[src/rtl/ex_muldiv_pkg.sv]
// Shared definitions for the iterative RV32M multiply/divide unit:
// func3 op codes, FSM states and operand sign helpers.
package ex_muldiv_pkg;

    localparam logic [6:0] FUNCT7_MULDIV = 7'b0000001;

    typedef enum logic [2:0] {
        OpMul    = 3'd0,
        OpMulh   = 3'd1,
        OpMulhsu = 3'd2,
        OpMulhu  = 3'd3,
        OpDiv    = 3'd4,
        OpDivu   = 3'd5,
        OpRem    = 3'd6,
        OpRemu   = 3'd7
    } md_op_e;

    typedef enum logic [1:0] {
        StIdle = 2'd0,
        StCalc = 2'd1,
        StFix  = 2'd2,
        StDone = 2'd3
    } md_state_e;

    function automatic logic op_is_div(md_op_e op);
        return op inside {OpDiv, OpDivu, OpRem, OpRemu};
    endfunction

    function automatic logic src1_signed(md_op_e op);
        return op inside {OpMulh, OpMulhsu, OpDiv, OpRem};
    endfunction

    function automatic logic src2_signed(md_op_e op);
        return op inside {OpMulh, OpDiv, OpRem};
    endfunction

endpackage

[src/rtl/ex_muldiv_if.sv]
// Issue/result bundle between the ex stage (master) and the mul/div unit (slave).
interface ex_muldiv_if #(
    parameter int unsigned XLEN       = 32,
    parameter int unsigned REG_ADDR_W = 5
);
    logic                  start_i;
    logic                  flush_i;
    logic [2:0]            op_i;
    logic [XLEN-1:0]       src1_i;
    logic [XLEN-1:0]       src2_i;
    logic [REG_ADDR_W-1:0] w_reg_addr_i;
    logic                  busy_o;
    logic                  done_o;
    logic [XLEN-1:0]       result_o;
    logic                  w_reg_enable_o;
    logic [REG_ADDR_W-1:0] w_reg_addr_o;

    modport master (
        output start_i, flush_i, op_i, src1_i, src2_i, w_reg_addr_i,
        input  busy_o, done_o, result_o, w_reg_enable_o, w_reg_addr_o
    );

    modport slave (
        input  start_i, flush_i, op_i, src1_i, src2_i, w_reg_addr_i,
        output busy_o, done_o, result_o, w_reg_enable_o, w_reg_addr_o
    );
endinterface

[src/rtl/md_iter_step.sv]
// One combinational iteration: shift-add multiply step or restoring divide step
// on the shared {hi, lo} working pair.
module md_iter_step #(
    parameter int unsigned XLEN = 32
) (
    input  logic            is_div_i,
    input  logic [XLEN-1:0] hi_i,
    input  logic [XLEN-1:0] lo_i,
    input  logic [XLEN-1:0] b_i,
    output logic [XLEN-1:0] hi_o,
    output logic [XLEN-1:0] lo_o
);
    logic [XLEN:0]   sum;
    logic [XLEN:0]   shifted;
    logic [XLEN+1:0] diff;
    logic            unused_diff;

    // A successful subtract always leaves a remainder below the divisor, so bit XLEN is zero.
    assign unused_diff = diff[XLEN];

    always_comb begin
        sum     = {1'b0, hi_i} + (lo_i[0] ? {1'b0, b_i} : '0);
        shifted = {hi_i, lo_i[XLEN-1]};
        diff    = {1'b0, shifted} - {2'b00, b_i};
        if (is_div_i) begin
            if (!diff[XLEN+1]) begin
                hi_o = diff[XLEN-1:0];
                lo_o = {lo_i[XLEN-2:0], 1'b1};
            end else begin
                hi_o = shifted[XLEN-1:0];
                lo_o = {lo_i[XLEN-2:0], 1'b0};
            end
        end else begin
            hi_o = sum[XLEN:1];
            lo_o = {sum[0], lo_i[XLEN-1:1]};
        end
    end
endmodule

[src/rtl/ex_muldiv.sv]
// Iterative RV32M multiply/divide unit: magnitude datapath, STEP_BITS iterations
// per CALC cycle, sign fix-up, and special cases short-circuited straight to DONE.
module ex_muldiv
    import ex_muldiv_pkg::*;
#(
    parameter int unsigned XLEN       = 32,
    parameter int unsigned STEP_BITS  = 1,
    parameter int unsigned REG_ADDR_W = 5
) (
    input logic        clk,
    input logic        rst_n,
    ex_muldiv_if.slave bus
);
    localparam int unsigned ITERS = XLEN / STEP_BITS;
    localparam int unsigned CNT_W = $clog2(ITERS + 1);
    localparam logic [CNT_W-1:0] LAST_CNT = CNT_W'(ITERS - 1);
    localparam logic [XLEN-1:0] MIN_VAL = {1'b1, {(XLEN-1){1'b0}}};

    md_state_e             state_q, state_d;
    md_op_e                op_q;
    logic                  neg1_q, neg2_q;
    logic [XLEN-1:0]       b_q, hi_q, lo_q;
    logic [CNT_W-1:0]      cnt_q;
    logic [REG_ADDR_W-1:0] rd_q, waddr_q;
    logic [XLEN-1:0]       result_q;
    logic                  busy_q, busy_d, done_q, done_d;

    md_op_e                op_in;
    logic                  neg1_in, neg2_in, div_ovf, special;
    logic [XLEN-1:0]       abs1, abs2, special_res;

    logic [2*XLEN-1:0]     prod, prod_fix;
    logic [XLEN-1:0]       q_fix, r_fix, fix_res;

    logic                  accept;
    logic                  is_div;
    logic [XLEN-1:0]       hi_c [STEP_BITS+1];
    logic [XLEN-1:0]       lo_c [STEP_BITS+1];

    assign accept = (state_q == StIdle) && bus.start_i && !bus.flush_i;
    assign is_div = op_is_div(op_q);

    assign hi_c[0] = hi_q;
    assign lo_c[0] = lo_q;

    for (genvar g = 0; g < STEP_BITS; g++) begin : g_step
        md_iter_step #(
            .XLEN(XLEN)
        ) u_step (
            .is_div_i (is_div),
            .hi_i     (hi_c[g]),
            .lo_i     (lo_c[g]),
            .b_i      (b_q),
            .hi_o     (hi_c[g+1]),
            .lo_o     (lo_c[g+1])
        );
    end

    // Issue-side decode: magnitudes, sign flags and the short-circuit results.
    always_comb begin
        op_in   = md_op_e'(bus.op_i);
        neg1_in = src1_signed(op_in) & bus.src1_i[XLEN-1];
        neg2_in = src2_signed(op_in) & bus.src2_i[XLEN-1];
        abs1    = neg1_in ? -bus.src1_i : bus.src1_i;
        abs2    = neg2_in ? -bus.src2_i : bus.src2_i;
        div_ovf = (op_in == OpDiv || op_in == OpRem) && (bus.src1_i == MIN_VAL) &&
                  (&bus.src2_i);
        special     = 1'b0;
        special_res = '0;
        if (op_is_div(op_in)) begin
            if (bus.src2_i == '0) begin
                special     = 1'b1;
                special_res = bus.op_i[1] ? bus.src1_i : '1;
            end else if (div_ovf) begin
                special     = 1'b1;
                special_res = bus.op_i[1] ? '0 : bus.src1_i;
            end
        end else begin
            special = (bus.src1_i == '0) || (bus.src2_i == '0);
        end
    end

    always_comb begin
        prod     = {hi_q, lo_q};
        prod_fix = (neg1_q ^ neg2_q) ? -prod : prod;
        q_fix    = (neg1_q ^ neg2_q) ? -lo_q : lo_q;
        r_fix    = neg1_q ? -hi_q : hi_q;
        case (op_q)
            OpMul:                     fix_res = prod_fix[XLEN-1:0];
            OpMulh, OpMulhsu, OpMulhu: fix_res = prod_fix[2*XLEN-1:XLEN];
            OpDiv, OpDivu:             fix_res = q_fix;
            default:                   fix_res = r_fix;
        endcase
    end

    always_ff @(posedge clk or negedge rst_n) begin
        if (!rst_n) begin
            state_q <= StIdle;
        end else begin
            state_q <= state_d;
        end
    end

    always_comb begin
        state_d = state_q;
        if (bus.flush_i) begin
            state_d = StIdle;
        end else begin
            case (state_q)
                StIdle:  if (bus.start_i) state_d = special ? StDone : StCalc;
                StCalc:  if (cnt_q == LAST_CNT) state_d = StFix;
                StFix:   state_d = StDone;
                StDone:  state_d = StIdle;
                default: state_d = StIdle;
            endcase
        end
    end

    // Registered handshake outputs: busy covers CALC..DONE, done trails DONE by one edge.
    always_comb begin
        busy_d = (state_d == StCalc) || (state_d == StFix) || (state_d == StDone);
        done_d = (state_q == StDone) && !bus.flush_i;
    end

    always_ff @(posedge clk or negedge rst_n) begin
        if (!rst_n) begin
            op_q     <= OpMul;
            neg1_q   <= 1'b0;
            neg2_q   <= 1'b0;
            b_q      <= '0;
            hi_q     <= '0;
            lo_q     <= '0;
            cnt_q    <= '0;
            rd_q     <= '0;
            busy_q   <= 1'b0;
            done_q   <= 1'b0;
            result_q <= '0;
            waddr_q  <= '0;
        end else begin
            busy_q <= busy_d;
            done_q <= done_d;
            if (accept) begin
                op_q   <= op_in;
                neg1_q <= neg1_in;
                neg2_q <= neg2_in;
                rd_q   <= bus.w_reg_addr_i;
                cnt_q  <= '0;
                hi_q   <= '0;
                b_q    <= op_is_div(op_in) ? abs2 : abs1;
                lo_q   <= special ? special_res : (op_is_div(op_in) ? abs1 : abs2);
            end else if (state_q == StCalc) begin
                hi_q  <= hi_c[STEP_BITS];
                lo_q  <= lo_c[STEP_BITS];
                cnt_q <= cnt_q + CNT_W'(1);
            end else if (state_q == StFix) begin
                lo_q <= fix_res;
            end
            if (done_d) begin
                result_q <= lo_q;
                waddr_q  <= rd_q;
            end
        end
    end

    assign bus.busy_o         = busy_q;
    assign bus.done_o         = done_q;
    assign bus.w_reg_enable_o = done_q;
    assign bus.result_o       = result_q;
    assign bus.w_reg_addr_o   = waddr_q;

endmodule

[src/flat_wrapper.sv]
// flat-port wrapper written by rule: the top's interface ports become plain ports
module ex_muldiv_flat import ex_muldiv_pkg::*;
#(
    parameter int unsigned XLEN       = 32,
    parameter int unsigned STEP_BITS  = 1,
    parameter int unsigned REG_ADDR_W = 5
)
  (clk, rst_n, bus_start_i, bus_flush_i, bus_op_i, bus_src1_i, bus_src2_i, bus_w_reg_addr_i, bus_busy_o, bus_done_o, bus_result_o, bus_w_reg_enable_o, bus_w_reg_addr_o);
  ex_muldiv_if #(.XLEN(XLEN), .REG_ADDR_W(REG_ADDR_W)) bus_i ();
  input logic clk;
  input logic rst_n;
  input wire logic [$bits(bus_i.start_i)-1:0] bus_start_i;
  input wire logic [$bits(bus_i.flush_i)-1:0] bus_flush_i;
  input wire logic [$bits(bus_i.op_i)-1:0] bus_op_i;
  input wire logic [$bits(bus_i.src1_i)-1:0] bus_src1_i;
  input wire logic [$bits(bus_i.src2_i)-1:0] bus_src2_i;
  input wire logic [$bits(bus_i.w_reg_addr_i)-1:0] bus_w_reg_addr_i;
  output wire logic [$bits(bus_i.busy_o)-1:0] bus_busy_o;
  output wire logic [$bits(bus_i.done_o)-1:0] bus_done_o;
  output wire logic [$bits(bus_i.result_o)-1:0] bus_result_o;
  output wire logic [$bits(bus_i.w_reg_enable_o)-1:0] bus_w_reg_enable_o;
  output wire logic [$bits(bus_i.w_reg_addr_o)-1:0] bus_w_reg_addr_o;
  assign bus_i.start_i = bus_start_i;
  assign bus_i.flush_i = bus_flush_i;
  assign bus_i.op_i = bus_op_i;
  assign bus_i.src1_i = bus_src1_i;
  assign bus_i.src2_i = bus_src2_i;
  assign bus_i.w_reg_addr_i = bus_w_reg_addr_i;
  assign bus_busy_o = bus_i.busy_o;
  assign bus_done_o = bus_i.done_o;
  assign bus_result_o = bus_i.result_o;
  assign bus_w_reg_enable_o = bus_i.w_reg_enable_o;
  assign bus_w_reg_addr_o = bus_i.w_reg_addr_o;
  ex_muldiv #(.XLEN(XLEN), .STEP_BITS(STEP_BITS), .REG_ADDR_W(REG_ADDR_W)) u_core (.clk(clk), .rst_n(rst_n), .bus(bus_i));
endmodule
[config.mk]
export PLATFORM = sky130hd
export DESIGN_NAME = ex_muldiv_flat
export DESIGN_NICKNAME = d
export VERILOG_FILES = /design/src/rtl/ex_muldiv_pkg.sv /design/src/rtl/ex_muldiv_if.sv /design/src/rtl/md_iter_step.sv /design/src/rtl/ex_muldiv.sv /design/src/flat_wrapper.sv
export SDC_FILE = /design/constraint.sdc
export NUM_CORES = 1
export LEC_CHECK = 0
export CAP_MARGIN = 20
export CELL_PAD_IN_SITES_DETAIL_PLACEMENT = 0
export CELL_PAD_IN_SITES_GLOBAL_PLACEMENT = 1
export CORE_ASPECT_RATIO = 1.25
export CORE_MARGIN = 5
export CORE_UTILIZATION = 37
export CTS_CLUSTER_DIAMETER = 200
export DETAILED_ROUTE_END_ITERATION = 8
export PLACE_DENSITY_LB_ADDON = 0.25
export SKIP_CTS_REPAIR_TIMING = 1
export SLEW_MARGIN = 20
export SYNTH_ARGS = -nofsm -noshare
export SYNTH_HDL_FRONTEND = slang
export SYNTH_SLANG_ARGS = --single-unit
[constraint.sdc]
create_clock -name clk -period 7.3 [get_ports clk]
set_clock_uncertainty 0.15 [all_clocks]
set_input_delay 1.46 -clock clk [delete_from_list [all_inputs] [get_ports clk]]
set_output_delay 1.46 -clock clk [all_outputs]
set_load 0.005 [all_outputs]
==> flow_summary_export.csv <==
group,metric,value,unit
cells_and_area,finish.utilization,42.1,%
cells_and_area,ff_latch_area,3830,µm²
cts,clkTransAtPathRegs,0.08,ns
worst_setup_path,r2r-end,"u_core.lo_q[5]",
timing,whs,0.332,ns
synthesis,async_reset_ff_share,100,%
cells_and_area,synthToLayoutAreaGrowth,13.2,%
pwr,power.internal,0.00424,W
worst_setup_path,critPathLaunchType,"primary input",
global_routing,global_route.overflow_total,0,
cells_and_area,multi_input_area,11200,µm²
pwr,p_switching,0.00499,W
worst_setup_path,cp_data_required_time,7.54,ns
pwr,powerDensity,511,nW/µm²
cells_and_area,diodes,0,
detailed_routing,detail_route.iter0.violations,1427,
global_routing,grt_max_degree,90,
timing,hold_viol_final,0,
cts,clock-sinks,153,
worst_setup_path,path_class,"primary input to flop",
timing,tns,0,ns
worst_setup_path,crit_path_end,"u_core.lo_q[11]",
pwr,seqPwrFrac,21.4,%
detailed_routing,vias_per_cell,6.11,
synthesis,synth_flop_cell,"dfrtp_1",
cts,root_buffer,"clkbuf_16",
outcome,status,"complete, no violations",
synthesis,synth_fp_nets,2256,
cells_and_area,fillers,4428,
timing,drv_slew,0,
placed_design,port_buffers,115,
synthesis,syn_area_per_cell,7.59,µm²
cells_and_area,layout-drive-gt1-share,7.48,%
synthesis,seq_area_frac_synth,24.0,%
timing,rsz0062_at_grt,"false",
timing,setup_viol_count_final,0,
floorplan,rows,85,
pwr,clkPwrFrac,10.5,%
cts,numCtsBuffers,17,
cts,cts.path.max_buffers,2,
placed_design,dpl.hpwl,53.8,mm
worst_setup_path,cp_data_arrival_time,5.25,ns
synthesis,synth_edf_count,0,
floorplan,dieWidth,196,µm
floorplan,core-area,42900,µm²
pwr,p_leak,7.24,nW
worst_setup_path,cp-end-kind,"flop",
hold_path,holdPathStages,2,
synthesis,synthCells,2103,
global_routing,grt_pass1_wl,103,mm
placed_design,gp_routability_congestion,0.974,
synthesis,ys_types,82,
global_routing,grt_antenna_before_repair,0,
synthesis,syn-cell-area,16000,µm²
worst_setup_path,cp_max_fo,11,
worst_setup_path,ff2ff_path_depth,9,
timing,fin_crit_sh,68.7,%
worst_setup_path,reg2reg_from,"u_core.lo_q[4]",
floorplan,die_h,242,µm
detailed_routing,detail_route.wirelength,68.0,mm
cts,clkLatencyLatePin,0.48,ns
cells_and_area,finalNetCount,2266,
synthesis,ys_seq_elements,153,
cts,cts_tree,"yes",
detailed_routing,wl_per_cell,25.3,µm
detailed_routing,firstDrtPassIters,5,
detailed_routing,drc,0,
floorplan,fp.dieArea,47400,µm²
global_routing,grt_util_all_layers,28.0,%
timing,max_freq,199,MHz
cts,htree_levels,4,
job,drv_cap,0,
worst_setup_path,critical_path.startpoint,"bus_src2_i[13]",
floorplan,start_util,37.2,%
detailed_routing,ant_nets,0,
pwr,irDropWorstVdd,0.214,mV
hold_path,min_path_type,"flop to flop",
timing,relSlewSlack,26.5,%
timing,period_needed,5.01,ns
pwr,sw_frac_of_total,54.1,%
detailed_routing,via_count,16442,
timing,worst_pin_slew,1.10,ns
worst_setup_path,regToRegSetupSlack,2.73,ns
floorplan,num_io_pins,116,
global_routing,grt_pass1_vias,16205,
synthesis,ys_warn_count,0,
pwr,p_comb_share,68.1,%
-- cell type report --
| type | instances | share of cell area [%] |
|---|---|---|
| clock buffer | 17 | 2.36 |
| clock inverter | 15 | 1.17 |
| inverter | 70 | 1.46 |
| multi-input combinational | 1723 | 62.1 |
| sequential | 153 | 21.2 |
| tap | 565 | 3.91 |
| timing repair buffer | 148 | 7.74 |
-- flip-flops by register name, indices dropped and copies added, names as in the netlist --
signal,flops
u_core.neg1_q,1
u_core.lo_q,32
u_core.bus.done_o,1
u_core.bus.w_reg_addr_o,5
u_core.bus.result_o,32
u_core.b_q,32
u_core.cnt_q,6
u_core.state_q,2
u_core.rd_q,5
u_core.neg2_q,1
u_core.hi_q,32
u_core.bus.busy_o,1
u_core.op_q,3
-- synthesized netlist by cell type, drive strengths merged (31+ instances only) --
cell type	count	area, µm²
a21oi	170	851
a21o	34	257
dfrtp	153	3830
o21ai	194	975
nor3	59	295
inv	69	259
mux2i	31	310
nand2	201	757
ha	75	938
a31oi	32	200
xor2	91	797
mux2	55	619
xnor2	98	858
o211ai	47	353
a211oi	38	285
nor2	210	791
clkbuf	128	483
-- how the worst min path moves through the flow --
stage	from	endpoint
floorplan	u_core.rd_q[0]	u_core.rd_q[0]
global placement	u_core.rd_q[4]	u_core.rd_q[4]
detailed placement	u_core.rd_q[0]	u_core.rd_q[0]
CTS	u_core.rd_q[0]	u_core.rd_q[0]
global route	u_core.bus.result_o[0]	u_core.bus.result_o[0]
finish	u_core.rd_q[3]	u_core.rd_q[3]
-- layer usage --
metal | vias to the layer above | global-route usage (%) | routed length (µm)
met2 | 589 | 49.5 | 34000
met5 | - | 0 | 0
met4 | 0 | 13.9 | 3810
li1 | 7724 | - | -
met1 | 7978 | 33.4 | 27300
met3 | 151 | 3.05 | 2920
-- power by group through the flow --
stage | clock network [W] | logic [W] | registers (W)
after global routing | 0.00101 | 0.00686 | 0.00201
after floorplan | 0 | 0.00455 | 0.00151
after CTS | 0.000985 | 0.00622 | 0.00195
after detailed placement | 0 | 0.00617 | 0.00197
final | 0.000973 | 0.00628 | 0.00197
after global placement | 0 | 0.00615 | 0.00196
-- cells by family after synthesis --
logic type	Yosys count	share of synthesized area (%)
AOI/OAI and AO/OA	694	27.7
and+or+nand+nor	677	20.2
muxes	86	5.83
xor gates and xnor gates	189	10.4
buffers and inverters	227	5.83
adders and majority gates	77	6.13
DFF	153	24.0
-- worst max-delay path, stage by stage --
cell and delay, ns:
clkdlybuf4s50_1 0.50, or4_1 0.63, nor4b_1 0.49, and3_1 0.33
nand3_1 0.28, nor2_1 0.79, nor2_1 0.27, nor2_1 0.20
a211oi_1 0.07, nor3_1 0.22
-- cell usage in the layout (no fill, tap or decap), types with 7 or more instances in the layout --
master	synthesis	layout
mux2_2	55	55
ha_1	75	74
o21ai_0	192	191
a21o_1	33	33
and2_1	9	9
clkdlybuf4s50_1	0	113
or4_1	17	17
buf_4	3	34
inv_1	68	68
nand3_1	25	25
and4_1	7	7
clkbuf_16	0	17
or2_2	11	11
o41ai_1	12	12
nand2b_1	15	14
or3_1	23	23
o31ai_1	18	18
mux2i_1	31	31
nand4_1	30	30
a221oi_1	18	18
a22oi_1	10	10
nor2b_1	16	16
a211oi_1	38	38
o21a_1	12	12
nand2_1	200	200
a31oi_1	32	32
o2111ai_1	7	7
and3_1	15	15
nor4_1	21	21
dfrtp_1	153	152
nor3_1	59	59
xor2_1	91	91
o22ai_1	22	22
o221ai_1	15	15
a311oi_1	8	8
nor2_1	209	207
xnor2_1	98	97
o211ai_1	47	47
a21oi_1	170	170
-- stage by stage --
stage	area [µm²]	cells	setup WS (ns)	power, W
after global placement	17400	2659	1.72	0.00811
after floorplan	16000	2103	3.21	0.00606
final	18100	2691	2.29	0.00922
after global routing	18100	2691	2.06	0.00989
after detailed placement	17400	2659	1.82	0.00814
after CTS	18100	2691	2.31	0.00916
(Power assumes the default switching activity.)
